--- src/rtl/seq_pkg.sv ---
// Shared constants for the 7-bit sequence generator/detector link:
// frame pattern, frame length and the FSM state encoding.
package seq_pkg;

  localparam int SEQ_LEN = 7;
  localparam logic [SEQ_LEN-1:0] SEQ_PATTERN = 7'b1011101;

  typedef enum logic [2:0] {
    IDLE  = 3'd0,
    SHIFT = 3'd1,
    GAP   = 3'd2,
    DONE  = 3'd3
  } seq_state_e;

endpackage

--- src/rtl/down_counter.sv ---
// Loadable down counter with a zero flag.
// Load wins over decrement, and decrementing stops at zero.
module down_counter #(
  parameter int               WIDTH     = 4,
  parameter logic [WIDTH-1:0] RESET_VAL = '0
) (
  input  logic             clk,
  input  logic             rst_n,
  input  logic             load,
  input  logic [WIDTH-1:0] load_val,
  input  logic             dec,
  output logic [WIDTH-1:0] value,
  output logic             zero
);

  logic [WIDTH-1:0] count_q;
  logic [WIDTH-1:0] count_d;

  always_comb begin
    count_d = count_q;
    if (load) begin
      count_d = load_val;
    end else if (dec && (count_q != '0)) begin
      count_d = count_q - WIDTH'(1);
    end
  end

  always_ff @(posedge clk or negedge rst_n) begin
    if (!rst_n) begin
      count_q <= RESET_VAL;
    end else begin
      count_q <= count_d;
    end
  end

  assign value = count_q;
  assign zero  = (count_q == '0);

endmodule

--- src/rtl/seq_gen_7bit.sv ---
// Serial frame transmitter: sends PATTERN MSB first, 'count' times per burst,
// with GAP_CYCLES idle zeros between frames and a start/busy/done handshake.
module seq_gen_7bit
  import seq_pkg::*;
#(
  parameter logic [SEQ_LEN-1:0] PATTERN    = SEQ_PATTERN,
  parameter int                 GAP_CYCLES = 0
) (
  input  logic       clk,
  input  logic       rst_n,
  input  logic       start,
  input  logic [3:0] count,
  input  logic       abort,
  output logic       out,
  output logic       valid,
  output logic       busy,
  output logic       done,
  output logic [2:0] state
);

  localparam logic [2:0] IDX_TOP  = 3'(SEQ_LEN - 1);
  localparam logic [3:0] GAP_LOAD = (GAP_CYCLES > 0) ? 4'(GAP_CYCLES - 1) : 4'd0;

  seq_state_e state_q;
  seq_state_e state_d;

  logic       idx_load;
  logic       idx_dec;
  logic [2:0] idx_val;
  logic       idx_zero;

  logic       gap_load;
  logic       gap_dec;
  logic       gap_zero;
  logic [3:0] gap_val_unused;

  logic       rep_load;
  logic [3:0] rep_load_val;
  logic       rep_dec;
  logic       rep_zero;
  logic [3:0] rep_val_unused;

  down_counter #(.WIDTH(3), .RESET_VAL(IDX_TOP)) u_bit_idx (
    .clk      (clk),
    .rst_n    (rst_n),
    .load     (idx_load),
    .load_val (IDX_TOP),
    .dec      (idx_dec),
    .value    (idx_val),
    .zero     (idx_zero)
  );

  down_counter #(.WIDTH(4), .RESET_VAL(4'd0)) u_gap_cnt (
    .clk      (clk),
    .rst_n    (rst_n),
    .load     (gap_load),
    .load_val (GAP_LOAD),
    .dec      (gap_dec),
    .value    (gap_val_unused),
    .zero     (gap_zero)
  );

  // Holds the number of frames still owed after the one being shifted,
  // so a zero flag at the last bit means the burst is complete.
  down_counter #(.WIDTH(4), .RESET_VAL(4'd0)) u_rep_cnt (
    .clk      (clk),
    .rst_n    (rst_n),
    .load     (rep_load),
    .load_val (rep_load_val),
    .dec      (rep_dec),
    .value    (rep_val_unused),
    .zero     (rep_zero)
  );

  always_comb begin
    state_d      = state_q;
    idx_load     = 1'b0;
    idx_dec      = 1'b0;
    gap_load     = 1'b0;
    gap_dec      = 1'b0;
    rep_load     = 1'b0;
    rep_load_val = 4'd0;
    rep_dec      = 1'b0;

    case (state_q)
      IDLE: begin
        if (start && (count != 4'd0)) begin
          rep_load     = 1'b1;
          rep_load_val = count - 4'd1;
          idx_load     = 1'b1;
          state_d      = SHIFT;
        end
      end
      SHIFT: begin
        if (abort) begin
          rep_load = 1'b1;
          idx_load = 1'b1;
          state_d  = IDLE;
        end else if (idx_zero) begin
          idx_load = 1'b1;
          if (rep_zero) begin
            state_d = DONE;
          end else begin
            rep_dec = 1'b1;
            if (GAP_CYCLES > 0) begin
              gap_load = 1'b1;
              state_d  = GAP;
            end
          end
        end else begin
          idx_dec = 1'b1;
        end
      end
      GAP: begin
        if (abort) begin
          rep_load = 1'b1;
          state_d  = IDLE;
        end else if (gap_zero) begin
          state_d = SHIFT;
        end else begin
          gap_dec = 1'b1;
        end
      end
      DONE: begin
        state_d = IDLE;
      end
      default: begin
        state_d = IDLE;
      end
    endcase
  end

  always_ff @(posedge clk or negedge rst_n) begin
    if (!rst_n) begin
      state_q <= IDLE;
    end else begin
      state_q <= state_d;
    end
  end

  // Moore decode: every output follows registered state and bit index only.
  assign out   = (state_q == SHIFT) ? PATTERN[idx_val] : 1'b0;
  assign valid = (state_q == SHIFT);
  assign busy  = (state_q != IDLE);
  assign done  = (state_q == DONE);
  assign state = state_q;

endmodule

--- config.mk ---
export PLATFORM = sky130hd
export DESIGN_NAME = seq_gen_7bit
export DESIGN_NICKNAME = d
export VERILOG_FILES = /design/src/rtl/seq_pkg.sv /design/src/rtl/down_counter.sv /design/src/rtl/seq_gen_7bit.sv
export SDC_FILE = /design/constraint.sdc
export NUM_CORES = 1
export LEC_CHECK = 0
export CORE_MARGIN = 3
export CORE_UTILIZATION = 55
export DETAILED_ROUTE_END_ITERATION = 8
export PLACE_DENSITY = 0.8
export SYNTH_ARGS = -nofsm -noshare
export SYNTH_HDL_FRONTEND = slang
export SYNTH_HIERARCHICAL = 1
export SYNTH_SLANG_ARGS = --single-unit
--- constraint.sdc ---
create_clock -name clk -period 3.2 [get_ports clk]
set_input_delay 0.32 -clock clk [delete_from_list [all_inputs] [get_ports clk]]
set_output_delay 0.32 -clock clk [all_outputs]
set_load 0.02 [all_outputs]
==> run summary <==
status - complete, no violations
CTS Buffer Depth - 2
DRC - 0
Tmin final - 2248 ps
grt total ovfl - 0
synthesized area - 0.001111 mm²
RSZ-0062 raised after global routing - no
syn avg cell area - 9.416 µm²
Crit path max-delay family - buffers and inverters
first-pass GRT wire length - 3.774 mm
ys async rst share - 100.0%
clock-pin slew on the worst setup and hold paths - 80 ps
DIE HEIGHT - 50.95 µm
Seq/Total Area, Yosys - 29.50%
Data required, critical path - 2880 ps
Final Wtd Congestion - 0.8118
antenna diode count - 0
DR vias/cell - 5.472
die area - 0.002595 mm²
CP max stage delay - 630 ps
initial antenna violation count - 0
# H-tree levels - 1
critical path type - reg2out
Worst Clk Skew - 0.8750 ps
Main synth FF type - dfrtp_1
largest net degree at the start of global routing - 14
CTS tree - yes
Worst Hold Class - in2async
EDFF count, synth - 0
TritonRoute pass-1 iters - 4
Yosys warning count - 6
Tcrit/Tclk final - 70.25%
cts repair resizes - 0
io pins - 15
crit path DAT - 1930 ps
Final Max Slew Viols - 0
maximum clock rate - 444.8 MHz
fin nets - 158
R2R Setup Slk - 1040 ps
number of max-cap violations - 0
FP Rows - 15
crit end category - output pin
setup violators final - 0
crit path max-delay cell type - clkdlybuf4s50_1
P per Cell Area - 775.6 mW/mm²
Slew HR - 55.44%
worst vdd ir - 0.5862 mV
post-DR wirelength/cell - 12.94 µm
Cell variety after synth - 34
initial detailed-routing violation count - 21
layout overhead on the synthesized area - 15.54%
Routed Antenna Nets - 0
Startpoint Class - flip-flop
Initial Utilization - 61.03%
Levels on crit path - 4
vias - 892
ratio of cells with drive above 1 in the final layout - 13.77%
vias in the first global route - 900
synthesized flop and latch total - 13
leak pwr - 0.5649 nW
R2R Path End - u_rep_cnt/value[3]$_DFFE_PN0P_
RR Startpoint - u_bit_idx/value[0]$_DFFE_PN0P_
hold buffers post-CTS - 0
Util after Layout - 70.52%
PortBufs - 13
Sink Count - 13
Core ar. - 0.001821 mm²
worst slew pin tran - 668.4 ps
postcts setup bufs - 0
total CTS buffers - 3
worst-case reg-to-reg path depth - 7
Die Wd - 50.95 µm
post-DP HPWL - 1.659 mm
worst-path cell chain - inv_1 > ha_1 > a21boi_0 > clkdlybuf4s50_1
worst path bufs/invs - 2
Synth Instances - 118
Hold Fails Final Rpt - 0
Worst Path Max Fanout - 6
root cell of the clock tree - clkbuf_4
worst skew pair latency - 270 ps
GRT Util Overall - 18.97%
TNS Setup - 0 ps
Total Wirelength - 2.110 mm
[layout by cell type (no fill, tap or decap), types with 4 or more instances in the layout]
cell,count
nor3_1,5
nand2_1,9
clkdlybuf4s50_1,13
nor2_1,7
o21ai_0,5
a221o_1,5
ha_1,11
inv_1,15
a21oi_1,4
conb_1,9
dfrtp_1,11
[where the power goes]
part | internal, mW | switching, mW
combinational | 0.284 | 0.314
sequential | 0.232 | 0.0637
clock | 0.0482 | 0.0529
[Yosys cell counts (2+ instances only)]
| library cell | number | area share, % |
|---|---|---|
| nor2b_1 | 2 | 1.1 |
| xnor2_1 | 2 | 1.6 |
| inv_1 | 15 | 5.1 |
| dfrtp_1 | 11 | 25 |
| nor3b_2 | 3 | 3.4 |
| o21ai_0 | 5 | 2.3 |
| and4b_1 | 2 | 1.8 |
| o21a_1 | 2 | 1.4 |
| nand2_1 | 9 | 3.0 |
| nor2_1 | 7 | 2.4 |
| ha_1 | 11 | 12 |
| or2b_1 | 2 | 1.4 |
| o31a_1 | 2 | 1.6 |
| o211ai_2 | 3 | 3.4 |
| nor3_1 | 5 | 2.3 |
| mux2_2 | 2 | 2.0 |
| nor3b_1 | 3 | 2.0 |
| buf_6 | 3 | 3.0 |
| nor4b_2 | 2 | 2.7 |
| a21oi_1 | 4 | 1.8 |
| or4_1 | 2 | 1.4 |
| conb_1 | 2 | 0.68 |
| dfstp_2 | 2 | 4.7 |
| a221o_1 | 5 | 4.5 |
| nor4b_1 | 3 | 2.4 |
[per-stage QoR]
step	hold slack [ps]	std cells	power (mW)	worst slack (ps)	cell area, µm²
after floorplan	24.41	125	0.7538	1128	1137
after global placement	603.0	159	0.8711	791.8	1257
after detailed placement	616.3	159	0.8903	667.4	1257
after CTS	439.1	163	1.000	924.9	1284
after global routing	445.2	163	1.088	772.4	1284
final	423.3	163	0.9957	952.0	1284
[cell families (layout without fill, tap and decap cells)]
group	Yosys count	after routing	synth area share [%]
DFF	13	13	29.50
other	2	9	0.6759
muxes	2	2	2.027
xor gates and xnor gates	2	2	1.577
AOI/OAI and AO/OA	25	25	18.13
adders and majority gates	11	11	12.39
and+or+nand+nor	44	44	26.91
buffers and inverters	19	32	8.783
[sequential cells by signal, summed over array words and instances, names as in the netlist]
register / count
u_bit_idx/value: 3
u_rep_cnt/value: 4
state: 2
u_gap_cnt/value: 4
[worst max-delay path by stage]
stage	startpoint	endpoint	slack (ps)
2_1_floorplan	state[1]$_DFFE_PN0P_	u_rep_cnt/value[1]$_DFFE_PN0P_	1130
3_3_place_gp	count[0]	u_rep_cnt/value[3]$_DFFE_PN0P_	790
3_5_place_dp	count[0]	u_rep_cnt/value[3]$_DFFE_PN0P_	670
4_1_cts	state[1]$_DFFE_PN0P_	out	920
5_1_grt	count[0]	u_rep_cnt/value[3]$_DFFE_PN0P_	770
6_report	state[1]$_DFFE_PN0P_	out	950
[per-layer routing]
layer / vias up / global-route usage [%] / part of all wire [%]
met1: 419 / 23.45 / 48
met4: 0 / 8.072 / 1.4
li1: 451 / - / -
met2: 18 / 32.62 / 47
met3: 4 / 2.624 / 3.6
met5: - / 0 / 0
[area by class of cell]
type	count	area, µm²
Clock buffer	4	26.28
Multi-Input combinational cell	93	711.9
Tap cell	25	31.28
Fill cell	134	536.8
Inverter	15	56.30
Sequential cell	13	327.8
Timing Repair Buffer	13	130.1
Note: power is estimated with default switching activity, not from simulation.
